[config.mk]
export PLATFORM = sky130hd
export DESIGN_NAME = tone_sequencer
export DESIGN_NICKNAME = d
export VERILOG_FILES = /design/src/rtl/tone_sequencer.sv
export SDC_FILE = /design/constraint.sdc
export NUM_CORES = 1
export LEC_CHECK = 0
export ABC_CLOCK_PERIOD_IN_PS = 1850
export BUFFER_PORTS_ARGS = -buffer_cell sky130_fd_sc_hd__buf_2
export CORE_AREA = 2 2 85 54
export DETAILED_ROUTE_END_ITERATION = 12
export DIE_AREA = 0 0 87 56
export PLACE_DENSITY = 0.81
export SETUP_SLACK_MARGIN = 0.05
export SYNTH_ARGS = -nofsm -noshare
export SYNTH_HDL_FRONTEND = slang
export SYNTH_SLANG_ARGS = --single-unit
export TNS_END_PERCENT = 30
[constraint.sdc]
create_clock -name CLOCK_50 -period 1.85 [get_ports CLOCK_50]
set_input_delay 0.4625 -clock CLOCK_50 [delete_from_list [all_inputs] [get_ports CLOCK_50]]
set_output_delay 0.4625 -clock CLOCK_50 [all_outputs]
set_load 0.1 [all_outputs]
[src/rtl/tone_sequencer.sv]
// rtl/tone_sequencer.sv - reference-tone sequencer: single held tone or A2..A3 sweep timed in audio samples
module tone_sequencer #(
    parameter int NOTE_SAMPLES = 48000,
    parameter int GAP_SAMPLES  = 4800,
    parameter int CNT_W        = 16
) (
    input  logic       CLOCK_50,
    input  logic       reset,
    input  logic       start,
    input  logic       stop,
    input  logic       mode,
    input  logic       loop_en,
    input  logic [2:0] note_sel,
    input  logic       sample_tick,
    output logic [6:0] note_num,
    output logic       tone_reset,
    output logic       busy,
    output logic [2:0] note_idx,
    output logic       done
);

    typedef enum logic [2:0] {IDLE, LOAD, PLAY, GAP, DONE} state_t;

    localparam logic [CNT_W-1:0] NOTE_LAST = CNT_W'(NOTE_SAMPLES - 1);
    localparam logic [CNT_W-1:0] GAP_LAST  = CNT_W'((GAP_SAMPLES > 0) ? GAP_SAMPLES - 1 : 0);

    state_t           state;
    logic [CNT_W-1:0] count;
    logic             mode_q;
    logic             loop_q;
    logic [2:0]       idx;
    state_t           adv_state;
    logic [2:0]       adv_idx;

    function automatic logic [6:0] note_rom(input logic [2:0] i);
        case (i)
            3'd0:    return 7'd22;
            3'd1:    return 7'd25;
            3'd2:    return 7'd29;
            3'd3:    return 7'd32;
            default: return 7'd34;
        endcase
    endfunction

    // Where the sweep goes once the current note (and its gap, if any) has finished.
    always_comb begin
        adv_state = LOAD;
        adv_idx   = idx + 3'd1;
        if (idx == 3'd4) begin
            adv_state = loop_q ? LOAD : DONE;
            adv_idx   = loop_q ? 3'd0 : idx;
        end
    end

    always_ff @(posedge CLOCK_50 or posedge reset) begin
        if (reset) begin
            state      <= IDLE;
            count      <= '0;
            mode_q     <= 1'b0;
            loop_q     <= 1'b0;
            idx        <= 3'd0;
            note_num   <= 7'd0;
            tone_reset <= 1'b1;
            busy       <= 1'b0;
            note_idx   <= 3'd0;
            done       <= 1'b0;
        end else begin
            done <= 1'b0;
            if (state != IDLE && stop) begin
                state      <= IDLE;
                note_num   <= 7'd0;
                tone_reset <= 1'b1;
                busy       <= 1'b0;
            end else begin
                case (state)
                    IDLE: begin
                        note_num   <= 7'd0;
                        tone_reset <= 1'b1;
                        if (start && !stop) begin
                            mode_q <= mode;
                            loop_q <= loop_en;
                            idx    <= mode ? 3'd0 : ((note_sel > 3'd4) ? 3'd0 : note_sel);
                            busy   <= 1'b1;
                            state  <= LOAD;
                        end
                    end
                    LOAD: begin
                        note_num   <= note_rom(idx);
                        note_idx   <= idx;
                        tone_reset <= 1'b0;
                        count      <= '0;
                        state      <= PLAY;
                    end
                    PLAY: begin
                        if (sample_tick) begin
                            if (!mode_q) begin
                                // single tone never times out; counter parks at its terminal value
                                if (count != NOTE_LAST)
                                    count <= count + 1'b1;
                            end else if (count == NOTE_LAST) begin
                                count <= '0;
                                if (GAP_SAMPLES > 0) begin
                                    state      <= GAP;
                                    note_num   <= 7'd0;
                                    tone_reset <= 1'b1;
                                end else begin
                                    state <= adv_state;
                                    idx   <= adv_idx;
                                    if (adv_state == DONE) begin
                                        done       <= 1'b1;
                                        note_num   <= 7'd0;
                                        tone_reset <= 1'b1;
                                    end
                                end
                            end else begin
                                count <= count + 1'b1;
                            end
                        end
                    end
                    GAP: begin
                        if (sample_tick) begin
                            if (count == GAP_LAST) begin
                                count <= '0;
                                state <= adv_state;
                                idx   <= adv_idx;
                                if (adv_state == DONE) begin
                                    done       <= 1'b1;
                                    note_num   <= 7'd0;
                                    tone_reset <= 1'b1;
                                end
                            end else begin
                                count <= count + 1'b1;
                            end
                        end
                    end
                    DONE: begin
                        state <= IDLE;
                        busy  <= 1'b0;
                    end
                    default: begin
                        state <= IDLE;
                        busy  <= 1'b0;
                    end
                endcase
            end
        end
    end

endmodule

### Yosys cells after proc, flatten, opt, wreduce, memory -nomap -nowiden

Index checks and enable logic that the tools add are counted.

* eq/ne operators: 25
* divide/modulo/power cells: 0
* order comparisons: 1
* mux-type cells: 50
* bitwise logic cells: 1
* shift operators: 0
* reduce and logical (&&, ||, !) cells: 17
* add/sub/neg operators: 2
* multiply operators: 0

Operators with widths (number)
* $mux 16: 6
* $mux 7: 7
* $mux 3: 16
* $pmux 16 s3: 1
* $pmux 7 s4: 1
* $ne 3x3->1 const B: 9
* $pmux 6 s4: 1
* $add 16x1->16 const B: 1
* $eq 16x13->1 const B: 1
* $eq 16x16->1 const B: 1
* $ne 16x16->1 const B: 1
* $mux 1: 14
* $eq 3x2->1 const B: 4
* $pmux 3 s4: 1
* $reduce_and 6->1: 2
* $ne 2x2->1 const B: 4
* $reduce_and 7->1: 1
* $eq 3x1->1 const B: 2
* $eq 3x3->1 const B: 2
* $logic_not 3->1: 2
* $pmux 3 s2: 1
* $reduce_bool 3->1: 2
* $reduce_and 5->1: 1
* $reduce_bool 5->1: 1
* other kinds (12): 14

* output and inout port bits: 13
* input bits: 10
* bits in latches: 0
* memory bits (writable): 0
* memory bits (read-only): 0
* register bits: 37
* logic and storage cells: 106
* memories: 0

### Depth between registers and ports, before layout

Gate-level depths: netlist of the first run.

* depth after elaboration: 8
* gate-level depth with buffers: 7
* depth with buffers taken out: 7

### Least setup slack after synthesis of the first run

OpenSTA, ideal clock, no wires.

* path kind: flip-flop to flip-flop
* from: reg state[2]
* to: reg idx[0]
* required time: 1.725 ns
* path slack: -0.041 ns
* arrival: 1.766 ns
* setup time: 0.125 ns
* period minus slack after synthesis: 1.891 ns
* path buffers: 2
* cell stages (with the launch flop): 8
* path through: dfrtp_1 > buf_6 > or2_2 > or2_1 > buf_2 > nor3_2 > a21oi_2 > mux2_4

* word-level cells in the longest chain between the ends: 4
* elaborated cells between the ends (all ways): 12
* those cells by class: eq/ne (5); mux (1); bitwise (1); reduce/logical (5)

Ends and longest elaborated chain
* start: declaration: line 27 `state_t state;`
* start signal: assignment: line 107 `state <= adv_state;`
* start signal: assignment: line 124 `state <= adv_state;`
* branches (longest 4 deep; another with $reduce_and 6->1)
* end signal: assignment: line 82 `idx <= mode ? 3'd0 : ((note_sel > 3'd4) ? 3'd0 : note_sel);`
* end signal: assignment: line 108 `idx <= adv_idx;`
* end signal: assignment: line 125 `idx <= adv_idx;`
* end: declaration: line 31 `logic [2:0] idx;`

Several ways; the timed one is not identified.
A chain may end at the register's enable or synchronous reset.

### Worst setup path in the final report of the first run

* from: reg count[6]
* to: reg count[2]

* word-level cells in the longest chain between the ends: 5
* elaborated cells between the ends (all ways): 11
* those cells by class: eq/ne (4); mux (6); reduce/logical (1)

Ends and longest elaborated chain
* start: declaration: line 28 `logic [CNT_W-1:0] count;`
* start signal: assignment: line 99 `count <= count + 1'b1;`
* start signal: assignment: line 116 `count <= count + 1'b1;`
* start signal: assignment: line 132 `count <= count + 1'b1;`
* $eq 16x16->1: line 100 `end else if (count == NOTE_LAST) begin`
* $mux 16: line 100
* $mux 16: line 96 `if (!mode_q) begin`
* $mux 16: line 95 `if (sample_tick) begin`
* $pmux 16 s3: line 75 `case (state)`

Several ways; a longest one is shown, not always the timed one. The select of a mux whose other input is x is not followed.

==> impl_metrics.yaml, run 1 <==
setup_path:
  crit_path_start: "count[6]"
  reg2reg_depth: 7
  critPathBufInv: 2
  critical_path.endpoint_type: "flip-flop"
  reg2reg_to: "count[2]"
  cpLargestDelayFamily: "simple AND/OR/NAND/NOR gates"
  cp_cell_sequence: "nand4_1, or4_4, o21ai_4, buf_6, buf_12, nand2_2, o311ai_2"
  regToRegSetupSlack_ps: -70
  crit_required_ps: 2050
  crit_type: "flip-flop to flip-flop"
  crit_slowest_cell: "or4_4"
  worstPathArrival_ps: 2120
  r2r_start: "count[6]"
  setup.worst_path.start_class: "flip-flop"
  crit_path_max_incr_delay_ps: 630
  cp_max_fo: 6
yosys:
  syn_inst: 228
  synth_common_cells: "dfrtp_1, nand2_1, nor2_1, o21ai_0, inv_1"
  async_flop_share: 1.00
  yosys.area.top_type: "dfrtp_1"
  syn_avg_cell_area_sq_um: 9.30
  ys.flop_type: "dfrtp_1"
  synth_top_area_frac: 0.401
  netlist_area_sq_um: 2120
  synth_edf_count: 0
  ys_seq_area_frac: 0.414
  synth_cell_types: 65
  ys_warn_count: 0
  synth.most_common_cell: "dfrtp_1"
  synth-seq-cells: 35
  synth_nets: 244
  synthTopCellsByArea: "dfrtp_1, nand2_1, ha_1"
grt:
  grt_overflow_total: 0
  grt_pass1_vias: 2037
  grt_pass1_wl_mm: 10.6
  antenna_found_initial: 0
  gr-usage-met2: 0.398
  grt_max_degree: 36
  grt_usage: 0.282
  grt_busiest_layer: "met1"
  grt_util_met3: 0.0964
  gr-usage-met1: 0.412
timing:
  hold_violations: 0
  fin_ws_ps: -66.2
  finClkSkew_ps: 6.01
  rsz0062_at_grt: "yes"
  tightest_slew_ps: 568
  final-setup-viol-count: 12
  period_share: 1.04
  slew_headroom: 0.618
  max_clock_freq_mhz: 522
  drv_slew: 0
  period_needed_ps: 1920
cts:
  cts.sinks: 35
  cts_htree_levels: 2
  clock_latency_ps: 300
  ctsRootBufferMaster: "clkbuf_8"
  cts_buffers: 5
  cts_tree: "yes"
  clockBufferDepth: 2
  path_clk_slew_ps: 80
placement:
  placed_cells: 334
  dp_hpwl_mm: 4.57
  port_buffers: 21
  place_ws_ps: -89.4
  gp_congestion: 1.04
route:
  ant_nets: 0
  drc: 0
  vias: 2125
  wl_mm: 6.58
  drtPass1Iterations: 5
  wl_per_cell_um: 19.1
  via_per_inst: 6.16
  first_iter_violations: 188
floorplan:
  num_rows: 18
  core_sq_um: 4030
  die-area_sq_um: 4870
  io-pin-count: 23
  die_w_um: 87
  die_h_um: 56
  initial_utilization: 0.526
flow_run:
  maxCapViolCount: 0
layout:
  drive_above_1_share: 0.397
  fin_nets: 310
  diodes: 0
  area_delta_synth_final_pct: 33.3
  n_fill_cell: 304
  finalNonFillerCells: 345
power:
  cellLeakagePower_nw: 1.28
  ir_drop_uv: 1410
  power.density_nw_per_um2: 1640
worst_hold_path:
  hold_path_class: "input pin to asynchronous set/reset pin"
status:
  violations: "negative setup slack"
  status: "finished, violations left"
worst reg2reg max path, stage by stage (launching register included):
cell,delay (ps)
dfrtp_2,450
nand4_1,190
or4_4,630
o21ai_4,180
buf_6,150
buf_12,110
nand2_2,50
o311ai_2,70
where the power goes:
part,total [W],internal [W],switching [W]
Combinational,0.00269,0.000909,0.00178
Clock,0.000741,0.000436,0.000304
Sequential,0.00122,0.00101,0.000208
layout by cell type, fill, tap and decap left out, types with 4 or more instances in the layout:
cell type | netlist | routed
o211ai_1 | 6 | 6
nor2_1 | 20 | 18
ha_1 | 6 | 5
nand4_1 | 6 | 6
o21ai_0 | 13 | 9
nand2_1 | 21 | 19
dfrtp_1 | 34 | 31
nor3_1 | 10 | 10
o21ai_1 | 4 | 6
inv_1 | 11 | 11
nand3_1 | 10 | 9
a21oi_1 | 6 | 4
clkbuf_8 | 0 | 6
a21oi_2 | 3 | 4
buf_4 | 2 | 44
buf_2 | 3 | 21
flip-flops by register name (all words and copies together) (netlist names):
register,cells
busy,1
idx,3
tone_reset,1
mode_q,1
done,1
count,16
note_num,5
state,3
note_idx,3
loop_q,1
cells by family (layout without fill, tap and decap cells):
kind of cell / count (synthesis) / in the layout / share of synthesized area
AND/OR/NAND/NOR: 99 / 99 / 0.266
AO/OA/AOI/OAI: 55 / 55 / 0.179
flip-flops: 35 / 35 / 0.414
buffers and inverters: 20 / 87 / 0.0478
adder cells (fa/ha/maj): 6 / 6 / 0.0354
XOR/XNOR: 6 / 6 / 0.0248
multiplexers: 6 / 6 / 0.0319
other: 1 / 1 / 0.00177
per-layer routing:
metal / wire length [um] / share of wire
met1: 3110 / 0.47
met2: 2810 / 0.43
met3: 570 / 0.087
met4: 85 / 0.013
met5: 0 / 0
final cells by class:
class                   instances  area [sq um]  area share
clock buffers                   6          82.6      0.0292
clock inverters                 2          35.0      0.0124
inverters                      11          41.3      0.0146
multi-input cells             173          1250       0.441
flip-flops and latches         35           881       0.312
well taps                      50          62.6      0.0221
repair buffers                 68           478       0.169
timing repair:
item,CTS,global route
hold buffers,0,0
buffers inserted,3,0
resized for setup,12,22
pin swaps,5,3
endpoints found under the setup margin,24,28
worst max-delay path by stage:
stage             endpoint  slack (ps)  cells past startpoint
2_1_floorplan       idx[0]         -30                      7
3_3_place_gp      count[6]         -50                      5
3_5_place_dp        idx[0]         -90                      6
4_1_cts        note_num[1]          10                      6
5_1_grt           count[2]        -100                      7
6_report          count[2]         -70                      7
stage by stage:
| stage | hold WS [ps] | util | setup TNS (ps) | power, W | cell area (sq um) |
|---|---|---|---|---|---|
| 2_1_floorplan | 486 | - | -62.8 | 0.00286 | 2120 |
| 3_3_place_gp | 452 | 0.639 | -514 | 0.00355 | 2570 |
| 3_5_place_dp | 465 | 0.639 | -1090 | 0.00362 | 2570 |
| 4_1_cts | 271 | 0.682 | 0 | 0.00444 | 2750 |
| 5_1_grt | 288 | 0.701 | -863 | 0.00487 | 2830 |
| 6_report | 251 | 0.701 | -288 | 0.00465 | 2830 |
Note: power is estimated with default switching activity, not from simulation.
==> inputs of run 2 (changes only) <==
==> constraint.sdc (replaced) <==
create_clock -name CLOCK_50 -period 1.85 [get_ports CLOCK_50]
set_input_delay 0.555 -clock CLOCK_50 [delete_from_list [all_inputs] [get_ports CLOCK_50]]
set_output_delay 0.555 -clock CLOCK_50 [all_outputs]
set_load 0.1 [all_outputs]
==> impl_metrics.yaml, run 2 (synthesized netlist as in run 1, its figures left out) <==
power:
  seqPwrFrac: 0.261
  p_clk_frac: 0.123
  power.density_nw_per_um2: 1590
  ir_drop_uv: 774
  switching_share: 0.509
  comb_power_share: 0.615
  cellLeakagePower_nw: 1.37
  total_power_w: 0.00477
  netSwitchingPower_w: 0.00243
  p_int_w: 0.00234
cts:
  cts_buffers: 5
  cts.sinks: 35
  hold_buffers: 0
  cts_tree: "yes"
  clock_latency_ps: 300
  cts_htree_levels: 2
  clockBufferDepth: 2
  ctsRootBufferMaster: "clkbuf_8"
  path_clk_slew_ps: 70
layout:
  drive_above_1_share: 0.452
  reg.largest.list: "count x16, note_num x5"
  area_delta_synth_final_pct: 41.1
  mostFrequentLayoutCells: "buf_4, dfrtp_1, buf_2, nand2_1, nor2_1"
  n_fill_cell: 233
  multi_input_area_sq_um: 1290
  largest_reg_flops: 16
  diodes: 0
  seqCellArea_sq_um: 883
  layout_commonest_cell: "buf_4"
  fin_nets: 327
  largest_register: "count"
  postLayoutCoreUtil: 0.742
setup_path:
  cpLargestDelayFamily: "simple AND/OR/NAND/NOR gates"
  cp_max_fo: 3
  critPathBufInv: 0
  setup.worst_path.start_class: "flip-flop"
  reg2reg_depth: 6
  crit_path_max_incr_delay_ps: 580
  critPathMostFrequentCell: "nand3_2"
  r2r_start: "count[0]"
  critical_path.endpoint_type: "flip-flop"
  crit_type: "flip-flop to flip-flop"
  cp_cell_sequence: "ha_4, nand3_2, or4_4, or2b_1, a2111o_1, nand3_2"
  crit_required_ps: 2010
  worstPathArrival_ps: 2180
  reg2reg_to: "count[8]"
  cp.depth: 6
  regToRegSetupSlack_ps: -170
  crit_slowest_cell: "or4_4"
floorplan:
  core_sq_um: 4030
  initial_utilization: 0.526
  die_h_um: 56
  num_rows: 18
  die-area_sq_um: 4870
  die_w_um: 87
  io-pin-count: 23
grt:
  gr-usage-met1: 0.426
  grt_pass1_wl_mm: 10.9
  antenna_found_initial: 0
  gr-usage-met2: 0.411
  grt_util_met3: 0.0890
  grt_busiest_layer: "met1"
  grt_max_degree: 16
  grt_overflow_total: 0
  grt_usage: 0.296
  grt_pass1_vias: 2146
timing:
  fin_ws_ps: -167
  period_share: 1.09
  final-setup-viol-count: 26
  drv_slew: 0
  whs_ps: 245
  rsz0062_at_grt: "yes"
  period_needed_ps: 2020
  slew_headroom: 0.607
  tightest_slew_ps: 584
  hold_violations: 0
  setup-tns-final_ps: -2220
  finClkSkew_ps: 4.50
  max_clock_freq_mhz: 496
placement:
  gp_congestion: 1.02
  dp_hpwl_mm: 4.51
  port_buffers: 21
route:
  first_iter_violations: 387
  wl_per_cell_um: 20.8
  ant_nets: 0
  drtPass1Iterations: 6
  drc: 0
  via_per_inst: 6.73
  vias: 2436
  wl_mm: 7.54
flow_run:
  maxCapViolCount: 0
status:
  status: "finished, violations left"
  violations: "negative setup slack"
worst_hold_path:
  hold_path_class: "input pin to asynchronous set/reset pin"
## run 2: stage by stage
step / cell area [sq um] / worst slack (ps) / cells
2_1_floorplan: 2120 / -40.1 / 228
3_3_place_gp: 2630 / -149 / 341
3_5_place_dp: 2630 / -184 / 341
4_1_cts: 2900 / -19.4 / 356
5_1_grt: 2990 / -203 / 362
6_report: 2990 / -167 / 362
## run 2: worst reg2reg max path: cells and delay by family (launching register included)
kind            cells  cell delay, ps
fa+ha+maj           1             180
simple gates        4            1050
compound gates      1             210
flops               1             450
## run 2: worst max path at each step
| stage | from | to | slack, ps |
|---|---|---|---|
| 2_1_floorplan | count[0] | count[2] | -40 |
| 3_3_place_gp | stop | count[14] | -150 |
| 3_5_place_dp | count[0] | count[3] | -180 |
| 4_1_cts | count[7] | count[4] | -20 |
| 5_1_grt | count[5] | count[4] | -200 |
| 6_report | count[0] | count[8] | -170 |
## run 2: area by class of cell
class / instances / share of cell area
clock inverter: 1 / 0.00167
multi-input combinational: 173 / 0.431
timing repair buffer: 85 / 0.208
sequential: 35 / 0.295
clock buffer: 7 / 0.0289
inverter: 11 / 0.0138
tap: 50 / 0.0209
## run 2: power by group through the flow
| stage | combinational (W) | clock, W | sequential, W |
|---|---|---|---|
| 2_1_floorplan | 0.00102 | 0 | 0.00184 |
| 3_3_place_gp | 0.00239 | 0 | 0.00119 |
| 3_5_place_dp | 0.00245 | 0 | 0.00121 |
| 4_1_cts | 0.00264 | 0.000581 | 0.00121 |
| 5_1_grt | 0.00305 | 0.000628 | 0.00126 |
| 6_report | 0.00293 | 0.000588 | 0.00125 |
## run 2: timing repair
action	in CTS	in global routing
gates resized for setup	30	17
pin swaps	20	12
setup endpoints to repair	25	29
buffers inserted	7	6
## run 2: per-layer routing
layer	routed length [um]	up-vias
met5	0	-
met4	549	0
met3	918	72
met2	3060	205
met1	3010	1164
li1	-	995
